==> src/rtl/div_unit.sv <==
// Iterative radix-2 restoring divider for DIV/DIVU; fixed WIDTH+1 edge latency.
// Quotient goes to LO, remainder to HI.
module div_unit #(
   parameter int unsigned WIDTH = 32,
   parameter int unsigned CNT_W = 6
) (
   input  logic             clk,
   input  logic             reset,
   input  logic             start,
   input  logic             sign,
   input  logic [WIDTH-1:0] dividend,
   input  logic [WIDTH-1:0] divisor,
   output logic             busy,
   output logic             done,
   output logic [WIDTH-1:0] q,
   output logic [WIDTH-1:0] r
);

   typedef enum logic [1:0] {
      S_IDLE = 2'd0,
      S_CALC = 2'd1,
      S_FIX  = 2'd2
   } state_e;

   localparam int unsigned LAST_ITER = WIDTH - 1;

   state_e             state_q, state_d;
   logic [CNT_W-1:0]   cnt_q, cnt_d;
   logic               sgn_q, sgn_d;
   logic               dvd_neg_q, dvd_neg_d;
   logic               dvs_neg_q, dvs_neg_d;
   logic               dvs_zero_q, dvs_zero_d;
   logic [WIDTH-1:0]   dvd_orig_q, dvd_orig_d;
   logic [WIDTH-1:0]   dvs_mag_q, dvs_mag_d;
   logic [WIDTH-1:0]   quo_q, quo_d;
   logic [WIDTH-1:0]   rem_q, rem_d;
   logic               busy_q, busy_d;
   logic               done_q, done_d;
   logic [WIDTH-1:0]   q_res_q, q_res_d;
   logic [WIDTH-1:0]   r_res_q, r_res_d;

   logic [WIDTH:0]     shifted_c;
   logic [WIDTH:0]     trial_c;

   // One restoring step: shifted partial remainder minus divisor magnitude.
   assign shifted_c = {rem_q, quo_q[WIDTH-1]};
   assign trial_c   = shifted_c - {1'b0, dvs_mag_q};

   // State and datapath registers.
   always_ff @(posedge clk or posedge reset) begin
      if (reset) begin
         state_q    <= S_IDLE;
         cnt_q      <= '0;
         sgn_q      <= 1'b0;
         dvd_neg_q  <= 1'b0;
         dvs_neg_q  <= 1'b0;
         dvs_zero_q <= 1'b0;
         dvd_orig_q <= '0;
         dvs_mag_q  <= '0;
         quo_q      <= '0;
         rem_q      <= '0;
         busy_q     <= 1'b0;
         done_q     <= 1'b0;
         q_res_q    <= '0;
         r_res_q    <= '0;
      end else begin
         state_q    <= state_d;
         cnt_q      <= cnt_d;
         sgn_q      <= sgn_d;
         dvd_neg_q  <= dvd_neg_d;
         dvs_neg_q  <= dvs_neg_d;
         dvs_zero_q <= dvs_zero_d;
         dvd_orig_q <= dvd_orig_d;
         dvs_mag_q  <= dvs_mag_d;
         quo_q      <= quo_d;
         rem_q      <= rem_d;
         busy_q     <= busy_d;
         done_q     <= done_d;
         q_res_q    <= q_res_d;
         r_res_q    <= r_res_d;
      end
   end

   // Next-state and datapath update.
   always_comb begin
      state_d    = state_q;
      cnt_d      = cnt_q;
      sgn_d      = sgn_q;
      dvd_neg_d  = dvd_neg_q;
      dvs_neg_d  = dvs_neg_q;
      dvs_zero_d = dvs_zero_q;
      dvd_orig_d = dvd_orig_q;
      dvs_mag_d  = dvs_mag_q;
      quo_d      = quo_q;
      rem_d      = rem_q;
      busy_d     = busy_q;
      done_d     = 1'b0;
      q_res_d    = q_res_q;
      r_res_d    = r_res_q;

      unique case (state_q)
         S_IDLE: begin
            if (start) begin
               sgn_d      = sign;
               dvd_neg_d  = sign & dividend[WIDTH-1];
               dvs_neg_d  = sign & divisor[WIDTH-1];
               dvs_zero_d = (divisor == '0);
               dvd_orig_d = dividend;
               quo_d      = (sign & dividend[WIDTH-1]) ? (~dividend + WIDTH'(1)) : dividend;
               dvs_mag_d  = (sign & divisor[WIDTH-1])  ? (~divisor + WIDTH'(1))  : divisor;
               rem_d      = '0;
               cnt_d      = '0;
               busy_d     = 1'b1;
               state_d    = S_CALC;
            end
         end

         S_CALC: begin
            if (!trial_c[WIDTH]) begin
               rem_d = trial_c[WIDTH-1:0];
               quo_d = {quo_q[WIDTH-2:0], 1'b1};
            end else begin
               rem_d = shifted_c[WIDTH-1:0];
               quo_d = {quo_q[WIDTH-2:0], 1'b0};
            end
            cnt_d = cnt_q + CNT_W'(1);
            if (cnt_q == CNT_W'(LAST_ITER)) begin
               state_d = S_FIX;
            end
         end

         S_FIX: begin
            // Divide-by-zero bypasses the sign fixup entirely.
            if (dvs_zero_q) begin
               q_res_d = '1;
               r_res_d = dvd_orig_q;
            end else begin
               q_res_d = (sgn_q & (dvd_neg_q ^ dvs_neg_q)) ? (~quo_q + WIDTH'(1)) : quo_q;
               r_res_d = dvd_neg_q ? (~rem_q + WIDTH'(1)) : rem_q;
            end
            done_d  = 1'b1;
            busy_d  = 1'b0;
            state_d = S_IDLE;
         end

         default: begin
            state_d = S_IDLE;
            busy_d  = 1'b0;
         end
      endcase
   end

   assign busy = busy_q;
   assign done = done_q;
   assign q    = q_res_q;
   assign r    = r_res_q;

endmodule

==> config.mk <==
export PLATFORM = sky130hd
export DESIGN_NAME = div_unit
export DESIGN_NICKNAME = d
export VERILOG_FILES = /design/src/rtl/div_unit.sv
export SDC_FILE = /design/constraint.sdc
export NUM_CORES = 1
export LEC_CHECK = 0
export CAP_MARGIN = 15
export CELL_PAD_IN_SITES_DETAIL_PLACEMENT = 1
export CELL_PAD_IN_SITES_GLOBAL_PLACEMENT = 2
export CORE_ASPECT_RATIO = 0.5
export CORE_MARGIN = 4
export CORE_UTILIZATION = 38
export DETAILED_ROUTE_END_ITERATION = 16
export GPL_TIMING_DRIVEN = 0
export PLACE_DENSITY = 0.89
export RECOVER_POWER = 50
export SYNTH_ARGS = -nofsm -noshare
export SYNTH_HDL_FRONTEND = slang
export SYNTH_SLANG_ARGS = --single-unit
==> constraint.sdc <==
create_clock -name clk -period 17.1 [get_ports clk]
set_clock_uncertainty 0.05 [all_clocks]
set_input_delay 3.42 -clock clk [delete_from_list [all_inputs] [get_ports clk]]
set_output_delay 3.42 -clock clk [all_outputs]
set_load 0.02 [all_outputs]
==> load_flow_metrics.sql <==
INSERT INTO impl_metrics (metric_group, metric, value, unit) VALUES
('clocking', 'clock_sinks', '206', ''),
('global_route', 'gr-total-overflow', '0', ''),
('global_route', 'grt_pass1_wl', '67500', 'um'),
('synth', 'dominant_cell_type_by_area_after_synthesis', 'sky130_fd_sc_hd__dfrtp_1', ''),
('synth', 'ys_async_sr_fraction', '100', '%'),
('clocking', 'cts_hold_buffers', '0', ''),
('clocking', 'later_pin_clock_latency_in_the_skew_report', '540', 'ps'),
('setup_path', 'worst-path-max-fanout', '87', ''),
('floorplan', 'die-height', '136', 'um'),
('power', 'power_density_of_the_placed_cells', '172', 'nW/um2'),
('status', 'run_status', 'complete, but fails checks', ''),
('floorplan', 'fp-row-count', '46', ''),
('detailed_routing', 'drc_errors', '0', ''),
('setup_path', 'critical_path.cell_chain', 'dlygate4sd3_1, clkinvlp_2', ''),
('setup_path', 'critPathLaunchType', 'input pin', ''),
('sta', 'drv_slew', '87', ''),
('sta', 'timing.max_slew.rel_slack', '-164', '%'),
('placement', 'gpl.final_weighted_congestion', '0.877', ''),
('setup_path', 'slowest_stage', 'sky130_fd_sc_hd__clkinvlp_2', ''),
('cells_and_area', 'filler_cell_count', '3822', ''),
('clocking', 'cts_tree', 'built', ''),
('synth', 'yosysWarnings', '0', ''),
('synth', 'mappedNetlistNets', '1592', ''),
('clocking', 'cts_setup_buffers', '0', ''),
('synth', 'synth_top_flop_cell', 'sky130_fd_sc_hd__dfrtp_1', ''),
('synth', 'post_synth_num_cell_types', '62', ''),
('clocking', 'htree_levels', '1', ''),
('synth', 'ys_seq_elements', '206', ''),
('clocking', 'cts-resized-gates', '0', ''),
('synth', 'netlist_top_cells_count', 'sky130_fd_sc_hd__nand2_1 (229), sky130_fd_sc_hd__dfrtp_1 (206), sky130_fd_sc_hd__o21ai_0 (131)', ''),
('detailed_routing', 'detail_route.wl_per_cell', '20.2', 'um'),
('cells_and_area', 'finish.net_count', '1750', ''),
('synth', 'ys_top_cells_by_area', 'sky130_fd_sc_hd__dfrtp_1 (41%), sky130_fd_sc_hd__nand2_1 (6.9%), sky130_fd_sc_hd__xor2_1 (5.4%)', ''),
('power', 'power', '2.59', 'mW'),
('detailed_routing', 'routed_via_density', '5.46', ''),
('sta', 'tightestPinTransition', '3930', 'ps'),
('sta', 'fmax', '158', 'MHz'),
('min_path', 'hold_path_startpoint', 'dvs_mag_q[22]$_DFFE_PP0P_', ''),
('synth', 'syn_avg_cell_area', '8.42', 'um2'),
('placement', 'buffer_ports.inserted', '132', ''),
('status', 'failed_checks', 'capacitance limit, slew limit', ''),
('cells_and_area', 'multiInputGateArea', '6830', 'um2'),
('setup_path', 'cpPeakStageDelay', '2210', 'ps'),
('global_route', 'grt_util_all_layers', '23.2', '%'),
('global_route', 'number_of_global_route_vias_before_repair', '12000', ''),
('synth', 'yosys.cell_count.top_type', 'sky130_fd_sc_hd__nand2_1', ''),
('setup_path', 'critical_path_class', 'in -> async', ''),
('setup_path', 'critPathRequiredTime', '17000', 'ps'),
('cells_and_area', 'syn_to_final_growth', '20.9', '%'),
('run', 'max_capacitance_violation_count', '1', ''),
('setup_path', 'worst_reg2reg_path_endpoint', 'rem_q[16]$_DFFE_PP0P_', ''),
('synth', 'synth_top_area_share', '41.2', '%'),
('cells_and_area', 'layout.core_utilization', '47.2', '%'),
('detailed_routing', 'via_count', '11400', ''),
('synth', 'synth_area', '12500', 'um2'),
('min_path', 'min_path_cells', '2', ''),
('setup_path', 'worst-r2r-cell-count', '14', ''),
('clocking', 'numCtsBuffers', '22', ''),
('sta', 'setup_repair_after_global_routing_missed_its_margin', 'no', ''),
('floorplan', 'dieArea', '36100', 'um2'),
('floorplan', 'die_w', '265', 'um'),
('power', 'vdd_drop_max', '0.0740', 'mV'),
('clocking', 'cts_max_path_buffers', '3', ''),
('power', 'p_leak', '6.32', 'nW'),
('floorplan', 'io_pins', '134', ''),
('sta', 'final-hold-violation-count', '0', ''),
('synth', 'synth-edff-count', '0', ''),
('detailed_routing', 'drt_pass_1_iters', '5', ''),
('clocking', 'clk_root_buffer_cell', 'sky130_fd_sc_hd__clkbuf_16', ''),
('floorplan', 'floorplan.initialDensity', '39.0', '%'),
('sta', 'final.period_utilization', '37.1', '%');
cells by family (layout without fill, tap and decap cells):
kind of cell / after synthesis / count (layout) / share of synthesized area, %
flops: 206 / 206 / 41.2
buf+inv: 131 / 302 / 4.17
fa+ha+maj: 38 / 38 / 3.86
simple gates: 509 / 509 / 18.1
compound gates: 427 / 427 / 20.2
other cells: 0 / 2 / 0
mux: 28 / 28 / 2.24
xor+xnor: 147 / 147 / 10.3
cell type report:
cell class | count | share of cell area, %
Antenna cell | 2 | 0.0331
Clock inverter | 6 | 0.455
Inverter | 54 | 1.35
Buffer | 77 | 2.11
Multi-Input combinational cell | 1149 | 45.1
Clock buffer | 31 | 4.26
Tap cell | 432 | 3.57
Timing Repair Buffer | 134 | 9.00
Sequential cell | 206 | 34.1
cells in the final DEF (no fill, tap or decap), drive strengths merged, types with 37 or more instances in the layout:
master         synthesis  routed
dfrtp                206     206
o21ai                171     171
xor2                  77      77
ha                    37      37
a21oi                126     126
xnor2                 70      70
clkbuf                70     101
clkdlybuf4s50          0     130
inv                   53      52
nor2                 127     127
nand2                229     229
worst max path at each step:
stage,to,startpoint,cells past startpoint
3_3_place_gp,dvs_mag_q[23]$_DFFE_PP0P_,reset,2
3_5_place_dp,quo_q[31]$_DFFE_PP0P_,dividend[2],9
4_1_cts,quo_q[31]$_DFFE_PP0P_,dividend[2],9
2_1_floorplan,busy$_DFFE_PP0P_,reset,1
5_1_grt,r[27]$_DFFE_PP0P_,reset,2
6_report,rem_q[26]$_DFFE_PP0P_,reset,2
metal layers:
layer  up-vias  part of all wire, %  global-route usage [%]
met1      5719                   46                    31.0
met5         -                    0                       0
met4         0                  1.6                    4.19
li1       5497                    -                       -
met2       156                   48                    40.7
met3        45                  4.0                    3.45
through the flow:
step                      area [um2]  std cells  hold WS, ps  setup WS, ps
after floorplan                12500       1486          388          8010
after global placement         14400       2050          408          5400
after detailed placement       14400       2051          423         10650
after CTS                      15100       2088          438         11220
after global routing           15100       2089          471         10120
final                          15100       2091          427         10760
registers in the layout, summed over array words and instances (netlist names):
name        cells
dvd_neg_q       1
rem_q          32
busy            1
r              32
q              32
done            1
state_q         2
dvd_orig_q     32
dvs_mag_q      32
cnt_q           6
dvs_zero_q      1
sgn_q           1
quo_q          32
dvs_neg_q       1
worst reg2reg max path: cells and delay by family, from the launching register on:
kind                     cells  cell delay [ps]
AO/OA/AOI/OAI                5             1310
adder cells (fa/ha/maj)      2              670
buffers and inverters        3              510
flip-flops                   1              420
multiplexers                 1              220
AND/OR/NAND/NOR              3              490
power breakdown:
part | total (mW) | switching (mW) | internal (mW)
registers | 0.813 | 0.187 | 0.625
clock network | 0.486 | 0.209 | 0.277
logic | 1.30 | 0.739 | 0.556
total | 2.59 | 1.14 | 1.46
(Power assumes the default switching activity.)
